**config.mk**
```make
export PLATFORM = sky130hd
export DESIGN_NAME = ofdm_symbol_scheduler_flat
export DESIGN_NICKNAME = d
export VERILOG_FILES = /design/src/rtl/ofdm_symbol_scheduler_if.sv /design/src/rtl/ofdm_symbol_scheduler.sv /design/src/flat_wrapper.sv
export SDC_FILE = /design/constraint.sdc
export NUM_CORES = 1
export LEC_CHECK = 0
export ABC_AREA = 1
export BUFFER_PORTS_ARGS = -buffer_cell sky130_fd_sc_hd__buf_4
export CORE_ASPECT_RATIO = 0.9
export CORE_UTILIZATION = 45
export CTS_BUF_LIST = sky130_fd_sc_hd__clkbuf_8
export DETAILED_ROUTE_END_ITERATION = 8
export GPL_TIMING_DRIVEN = 0
export PLACE_DENSITY = 0.71
export SYNTH_ARGS = -nofsm -noshare
export SYNTH_HDL_FRONTEND = slang
export SYNTH_SLANG_ARGS = --single-unit
```
**constraint.sdc**
```tcl
create_clock -name clk -period 4.1 [get_ports clk]
set_input_delay 0.205 -clock clk [delete_from_list [all_inputs] [get_ports clk]]
set_output_delay 0.205 -clock clk [all_outputs]
set_load 0.03 [all_outputs]
```
**src/rtl/ofdm_symbol_scheduler_if.sv**
```systemverilog
// Slot-stream bundle: upstream code handshake in, tagged modulator slot stream out.
interface ofdm_symbol_scheduler_if #(
    parameter int unsigned BITS  = 2,
    parameter int unsigned IDX_W = 6
);
    logic [BITS-1:0]  bit_data;
    logic             bit_valid;
    logic             bit_ready;
    logic [BITS-1:0]  map_code;
    logic [1:0]       map_kind;
    logic [IDX_W-1:0] map_index;
    logic             map_sof;
    logic             map_last;
    logic             map_valid;
    logic             map_ready;

    // Scheduler side: consumes codes, produces slots.
    modport master (
        input  bit_data, bit_valid, map_ready,
        output bit_ready, map_code, map_kind, map_index, map_sof, map_last, map_valid
    );

    // Environment side: bit source and modulator.
    modport slave (
        output bit_data, bit_valid, map_ready,
        input  bit_ready, map_code, map_kind, map_index, map_sof, map_last, map_valid
    );
endinterface

```
**src/rtl/ofdm_symbol_scheduler.sv**
```systemverilog
// Walks every subcarrier slot of every OFDM symbol, tags it null/data/pilot,
// pulls codes for data slots and derives pilot polarity from a per-symbol LFSR.
module ofdm_symbol_scheduler #(
    parameter int unsigned N_FFT       = 64,
    parameter int unsigned ACTIVE_HALF = 26,
    parameter int unsigned PILOT_STEP  = 14,
    parameter int unsigned PILOT_OFF   = 7,
    parameter int unsigned BITS        = 2
) (
    input  logic                   clk,
    input  logic                   rst,
    input  logic                   start_i,
    input  logic [7:0]             num_symbols_i,
    output logic                   busy_o,
    output logic                   done_o,
    ofdm_symbol_scheduler_if.master bus
);
    localparam int unsigned IDX_W = $clog2(N_FFT);
    localparam int unsigned SW    = IDX_W + 1;

    localparam logic [1:0]      KIND_NULL  = 2'b00;
    localparam logic [1:0]      KIND_DATA  = 2'b01;
    localparam logic [1:0]      KIND_PILOT = 2'b10;
    localparam logic [BITS-1:0] CODE_NEG   = '1;
    localparam logic [6:0]      LFSR_SEED  = 7'h7F;

    typedef enum logic [1:0] {
        ST_IDLE = 2'd0,
        ST_RUN  = 2'd1,
        ST_DONE = 2'd2
    } state_e;

    state_e           state_q, state_d;
    logic [IDX_W-1:0] k_q, k_d;
    logic [7:0]       sym_cnt_q, sym_cnt_d;
    logic [7:0]       nsym_q, nsym_d;
    logic [6:0]       lfsr_q, lfsr_d;
    logic             busy_q, busy_d;
    logic             done_q, done_d;
    logic [BITS-1:0]  map_code_q, map_code_d;
    logic [1:0]       map_kind_q, map_kind_d;
    logic [IDX_W-1:0] map_index_q, map_index_d;
    logic             map_sof_q, map_sof_d;
    logic             map_last_q, map_last_d;
    logic             map_valid_q, map_valid_d;

    logic [SW-1:0]    s_abs_c;
    logic             null_c;
    logic             pilot_c;
    logic             data_c;
    logic             free_c;
    logic             issue_c;
    logic             last_slot_c;
    logic             last_sym_c;
    logic             start_ok_c;
    logic             bit_ready_c;

    // Slot classification from |signed subcarrier index|.
    always_comb begin
        s_abs_c = k_q[IDX_W-1] ? (SW'(N_FFT) - SW'(k_q)) : SW'(k_q);
        null_c  = (k_q == '0) || (s_abs_c > SW'(ACTIVE_HALF));
        pilot_c = !null_c && ((s_abs_c % SW'(PILOT_STEP)) == SW'(PILOT_OFF));
        data_c  = !null_c && !pilot_c;
    end

    // Handshake qualifiers shared by the FSM and the datapath.
    always_comb begin
        free_c      = !map_valid_q || bus.map_ready;
        bit_ready_c = (state_q == ST_RUN) && data_c && free_c;
        issue_c     = (state_q == ST_RUN) && free_c && (!data_c || bus.bit_valid);
        last_slot_c = (k_q == IDX_W'(N_FFT - 1));
        last_sym_c  = (sym_cnt_q == (nsym_q - 8'd1));
        start_ok_c  = (state_q == ST_IDLE) && start_i && (num_symbols_i != 8'd0);
    end

    // State register.
    always_ff @(posedge clk or posedge rst) begin
        if (rst) begin
            state_q <= ST_IDLE;
        end else begin
            state_q <= state_d;
        end
    end

    // Next-state logic; DONE holds through the done pulse so a start there is ignored.
    always_comb begin
        state_d = state_q;
        case (state_q)
            ST_IDLE: if (start_ok_c) state_d = ST_RUN;
            ST_RUN:  if (issue_c && last_slot_c && last_sym_c) state_d = ST_DONE;
            ST_DONE: if (done_q) state_d = ST_IDLE;
            default: state_d = ST_IDLE;
        endcase
    end

    // Datapath and registered-output next values.
    always_comb begin
        k_d         = k_q;
        sym_cnt_d   = sym_cnt_q;
        nsym_d      = nsym_q;
        lfsr_d      = lfsr_q;
        busy_d      = busy_q;
        done_d      = 1'b0;
        map_code_d  = map_code_q;
        map_kind_d  = map_kind_q;
        map_index_d = map_index_q;
        map_sof_d   = map_sof_q;
        map_last_d  = map_last_q;
        map_valid_d = map_valid_q;

        if (start_ok_c) begin
            nsym_d    = num_symbols_i;
            k_d       = '0;
            sym_cnt_d = 8'd0;
            lfsr_d    = LFSR_SEED;
            busy_d    = 1'b1;
        end

        if (issue_c) begin
            map_valid_d = 1'b1;
            map_index_d = k_q;
            map_sof_d   = (k_q == '0);
            map_last_d  = last_slot_c;
            if (data_c) begin
                map_kind_d = KIND_DATA;
                map_code_d = bus.bit_data;
            end else if (pilot_c) begin
                map_kind_d = KIND_PILOT;
                map_code_d = lfsr_q[6] ? CODE_NEG : '0;
            end else begin
                map_kind_d = KIND_NULL;
                map_code_d = '0;
            end
            k_d = k_q + IDX_W'(1);
            if (last_slot_c) begin
                sym_cnt_d = sym_cnt_q + 8'd1;
                lfsr_d    = {lfsr_q[5:0], lfsr_q[6] ^ lfsr_q[3]};
            end
        end else if (free_c) begin
            map_valid_d = 1'b0;
        end

        if ((state_q == ST_DONE) && !done_q && free_c) begin
            done_d = 1'b1;
            busy_d = 1'b0;
        end
    end

    // Datapath and output registers.
    always_ff @(posedge clk or posedge rst) begin
        if (rst) begin
            k_q         <= '0;
            sym_cnt_q   <= 8'd0;
            nsym_q      <= 8'd0;
            lfsr_q      <= LFSR_SEED;
            busy_q      <= 1'b0;
            done_q      <= 1'b0;
            map_code_q  <= '0;
            map_kind_q  <= KIND_NULL;
            map_index_q <= '0;
            map_sof_q   <= 1'b0;
            map_last_q  <= 1'b0;
            map_valid_q <= 1'b0;
        end else begin
            k_q         <= k_d;
            sym_cnt_q   <= sym_cnt_d;
            nsym_q      <= nsym_d;
            lfsr_q      <= lfsr_d;
            busy_q      <= busy_d;
            done_q      <= done_d;
            map_code_q  <= map_code_d;
            map_kind_q  <= map_kind_d;
            map_index_q <= map_index_d;
            map_sof_q   <= map_sof_d;
            map_last_q  <= map_last_d;
            map_valid_q <= map_valid_d;
        end
    end

    assign bus.bit_ready = bit_ready_c;
    assign bus.map_code  = map_code_q;
    assign bus.map_kind  = map_kind_q;
    assign bus.map_index = map_index_q;
    assign bus.map_sof   = map_sof_q;
    assign bus.map_last  = map_last_q;
    assign bus.map_valid = map_valid_q;
    assign busy_o        = busy_q;
    assign done_o        = done_q;
endmodule
```
**src/flat_wrapper.sv**
```systemverilog
// flat-port wrapper written by rule: the top's interface ports become plain ports
module ofdm_symbol_scheduler_flat 
#(
    parameter int unsigned N_FFT       = 64,
    parameter int unsigned ACTIVE_HALF = 26,
    parameter int unsigned PILOT_STEP  = 14,
    parameter int unsigned PILOT_OFF   = 7,
    parameter int unsigned BITS        = 2
)
  (clk, rst, start_i, num_symbols_i, busy_o, done_o, bus_bit_data, bus_bit_valid, bus_map_ready, bus_bit_ready, bus_map_code, bus_map_kind, bus_map_index, bus_map_sof, bus_map_last, bus_map_valid);
  ofdm_symbol_scheduler_if #(.BITS(BITS)) bus_i ();
  input  logic clk;
  input  logic rst;
  input  logic start_i;
  input  logic [7:0] num_symbols_i;
  output logic busy_o;
  output logic done_o;
  input wire logic [$bits(bus_i.bit_data)-1:0] bus_bit_data;
  input wire logic [$bits(bus_i.bit_valid)-1:0] bus_bit_valid;
  input wire logic [$bits(bus_i.map_ready)-1:0] bus_map_ready;
  output wire logic [$bits(bus_i.bit_ready)-1:0] bus_bit_ready;
  output wire logic [$bits(bus_i.map_code)-1:0] bus_map_code;
  output wire logic [$bits(bus_i.map_kind)-1:0] bus_map_kind;
  output wire logic [$bits(bus_i.map_index)-1:0] bus_map_index;
  output wire logic [$bits(bus_i.map_sof)-1:0] bus_map_sof;
  output wire logic [$bits(bus_i.map_last)-1:0] bus_map_last;
  output wire logic [$bits(bus_i.map_valid)-1:0] bus_map_valid;
  assign bus_i.bit_data = bus_bit_data;
  assign bus_i.bit_valid = bus_bit_valid;
  assign bus_i.map_ready = bus_map_ready;
  assign bus_bit_ready = bus_i.bit_ready;
  assign bus_map_code = bus_i.map_code;
  assign bus_map_kind = bus_i.map_kind;
  assign bus_map_index = bus_i.map_index;
  assign bus_map_sof = bus_i.map_sof;
  assign bus_map_last = bus_i.map_last;
  assign bus_map_valid = bus_i.map_valid;
  ofdm_symbol_scheduler #(.N_FFT(N_FFT), .ACTIVE_HALF(ACTIVE_HALF), .PILOT_STEP(PILOT_STEP), .PILOT_OFF(PILOT_OFF), .BITS(BITS)) u_core (.clk(clk), .rst(rst), .start_i(start_i), .num_symbols_i(num_symbols_i), .busy_o(busy_o), .done_o(done_o), .bus(bus_i));
endmodule
```
==> results.json <==
{
  "yosysWarnings": 0,
  "core_um2": 6320,
  "crit_type": "reg -> out",
  "viasPerCell": 5.20,
  "reg2reg_slack_ns": 0.37,
  "die_y_um": 79.9,
  "wl_met1_mm": 3.45,
  "powerDensity_nw_per_um2": 739,
  "gr-total-overflow": 0,
  "wl_met3_um": 306,
  "wl_per_cell_um": 13.0,
  "hold_path.class": "in -> reg",
  "drt_iter0_drc": 136,
  "setup_tns_ns": 0,
  "numPortBuffers": 30,
  "clock_sinks": 46,
  "clkLatencyLatePin_ns": 0.30,
  "drv_cap": 0,
  "synthCells": 407,
  "post-synth-top-area-fraction_pct": 32.2,
  "hold-worst-slack_ns": 0.104,
  "rsz0062_at_grt": "no",
  "worstPathArrival_ns": 3.57,
  "num_io_pins": 31,
  "yosys-top-cells-count": "nand2_1, o21ai_0, dfrtp_1",
  "row_count": 27,
  "grt_max_degree": 29,
  "drive_above_1_share_pct": 22.9,
  "r2r_start": "u_core.k_q[1]$_DFFE_PP0P_",
  "cts_made_buffers": 5,
  "synth-seq-cells": 46,
  "critPathLaunchType": "register",
  "place_congestion": 0.842,
  "final_nets": 476,
  "setup_slack_ns": 0.324,
  "hold_depth": 3,
  "p_leak_nw": 1.74,
  "finalWirelength_mm": 6.98,
  "synth-async-reset-ratio_pct": 100,
  "antenna_found_initial": 0,
  "clock_skew_ns": 0.00813,
  "period_minus_slack_ns": 3.78,
  "cts_tree": "built",
  "critPathMaxFanout": 6,
  "grt_use_total_pct": 21.7,
  "cp-startpoint": "u_core.k_q[1]$_DFFE_PP0P_",
  "drt_pass1_iterations": 5,
  "synth_area_um2": 3030,
  "end_kind": "output port",
  "htreeDepth": 2,
  "fin_area_um2": 3540,
  "yosysTopAreaCell": "dfrtp_1",
  "wl_met2_mm": 3.16,
  "grt_pass1_vias": 2678,
  "clockRootBuffer": "clkbuf_8",
  "reg2reg_depth": 28,
  "clk_pin_slew_worst_paths_ns": 0.08,
  "cp-endpoint": "bus_bit_ready",
  "dpl_cell_area_um2": 3380,
  "syn2layout_area_growth_pct": 17.0,
  "grt_pass1_wl_mm": 12.0,
  "diodes": 0,
  "synthTopCellsByArea": "dfrtp_1, nand2_1, o21ai_0, dfstp_2, ha_1",
  "dieWidth_um": 88.5,
  "layout_worst_path_cycle_share_pct": 92.1,
  "top_layer_used": "met4",
  "place_ws_ns": 0.0753,
  "clk_path_buf_depth": 2,
  "slew_headroom_pct": 44.2,
  "tightest_slew_ns": 0.816,
  "worstReg2RegEnd": "u_core.sym_cnt_q[1]$_DFF_PP0_",
  "status": "complete, no violations",
  "synth_edf_count": 0,
  "synth_top_flop_cell": "dfrtp_1",
  "fmax_mhz": 265,
  "setup_viol": 0,
  "vias": 2792,
  "avgSynthCellArea_um2": 7.45,
  "drv_slew": 0,
  "post-synth-top-count-cell": "nand2_1",
  "yosysSeqAreaShare_pct": 38.3,
  "peakVddDrop_uv": 311,
  "synth_cell_types": 36,
  "initial_utilization_pct": 48.0,
  "syn_nets": 434,
  "dieArea_um2": 7070,
  "antenna_left": 0,
  "hold_violations": 0,
  "crit_required_ns": 3.89,
  "dp_hpwl_mm": 5.25,
  "drc": 0
}
critical path: stages, from the launching register on:
cell and delay [ns]:
dfrtp_2 0.45, inv_2 0.11, ha_1 0.19, nand3_2 0.10
nand2_1 0.08, nand2_1 0.08, nand2_4 0.10, nand2_1 0.06
nand2_1 0.13, ha_4 0.17, nand3_4 0.10, nand4_1 0.14
ha_2 0.22, nand3_2 0.13, nand2_2 0.10, nand2_1 0.06
and2_1 0.14, ha_1 0.27, nand3_1 0.08, nand2_1 0.06
nand2_2 0.10, nor2_4 0.06, nor3_2 0.14, buf_4 0.19
routing by layer:
layer / up-vias / global-route usage [%]
met2: 72 / 33.5
met4: 0 / 5.48
li1: 1397 / -
met3: 6 / 3.93
met1: 1317 / 31.3
met5: - / 0
state kept, by name (all words and copies together) (netlist names), 2 cells and up:
register,count
u_core.bus.map_index,6
u_core.state_q,2
u_core.lfsr_q,7
u_core.sym_cnt_q,8
u_core.k_q,6
u_core.nsym_q,8
u_core.bus.map_code,2
u_core.bus.map_kind,2
logic make-up after synthesis:
logic type / Yosys count / share of synthesized area, %
compound gates: 52 / 9.21
xor+xnor: 18 / 5.20
fa+ha+maj: 12 / 4.95
buf+inv: 52 / 7.60
flops: 46 / 38.3
other cells: 1 / 0.124
simple gates: 226 / 34.6
final cells by class:
class | instances | area (µm²)
fillers | 603 | 2770
multi-input cells | 309 | 1680
flip-flops and latches | 46 | 1160
repair buffers | 35 | 278
inverters | 38 | 145
well taps | 87 | 109
plain buffers | 14 | 87.6
clock buffers | 5 | 68.8
clock inverters | 3 | 13.8
cells in the final DEF (no fill, tap or decap), drive strengths merged:
| master | Yosys | layout |
|---|---|---|
| a2111oi | 1 | 1 |
| a21oi | 2 | 2 |
| and2 | 1 | 1 |
| buf | 8 | 42 |
| clkbuf | 6 | 11 |
| clkinv | 0 | 2 |
| conb | 1 | 1 |
| dfrtp | 39 | 39 |
| dfstp | 7 | 7 |
| dlygate4sd3 | 0 | 1 |
| ha | 12 | 12 |
| inv | 38 | 39 |
| nand2 | 141 | 141 |
| nand3 | 27 | 27 |
| nand3b | 2 | 2 |
| nand4 | 10 | 10 |
| nor2 | 33 | 33 |
| nor3 | 6 | 6 |
| nor3b | 1 | 1 |
| nor4 | 2 | 2 |
| o2111ai | 1 | 1 |
| o21ai | 46 | 46 |
| o22ai | 1 | 1 |
| o31ai | 1 | 1 |
| or2 | 3 | 3 |
| xnor2 | 3 | 3 |
| xor2 | 15 | 15 |
report_power, final:
group / switching (mW) / total [mW] / leakage, nW / internal [mW]
Sequential: 0.139 / 0.795 / 0.576 / 0.656
Clock: 0.151 / 0.267 / 0.0491 / 0.116
Combinational: 0.992 / 1.56 / 1.11 / 0.568
Total: 1.28 / 2.62 / 1.74 / 1.34
repair_timing:
action / in CTS / in global routing
gates resized for setup: 1 / 14
endpoints found under the setup margin: 1 / 36
buffers inserted: 0 / 3
hold endpoints to repair: 12 / 0
hold buffers: 1 / 0
pin swaps: 0 / 1
per-stage QoR:
stage	utilization, %	instances	power (mW)
global placement	53.3	524	2.21
detailed placement	53.6	525	2.27
CTS	55.0	534	2.54
finish	56.1	537	2.62
global route	56.1	537	2.87
floorplan	-	407	1.87
worst min path at each step:
stage,from,end,slack [ns]
CTS,num_symbols_i[3],u_core.nsym_q[3]$_DFFE_PP0P_,0.10
global route,num_symbols_i[2],u_core.nsym_q[2]$_DFFE_PP0P_,0.11
detailed placement,rst,u_core.bus.map_index[3]$_DFFE_PP0N_,0.24
floorplan,bus_bit_valid,u_core.bus.map_kind[0]$_DFFE_PP0N_,0.31
finish,num_symbols_i[3],u_core.nsym_q[3]$_DFFE_PP0P_,0.10
global placement,num_symbols_i[3],u_core.nsym_q[3]$_DFFE_PP0P_,0.41
Power figures use the tool's default switching activity.
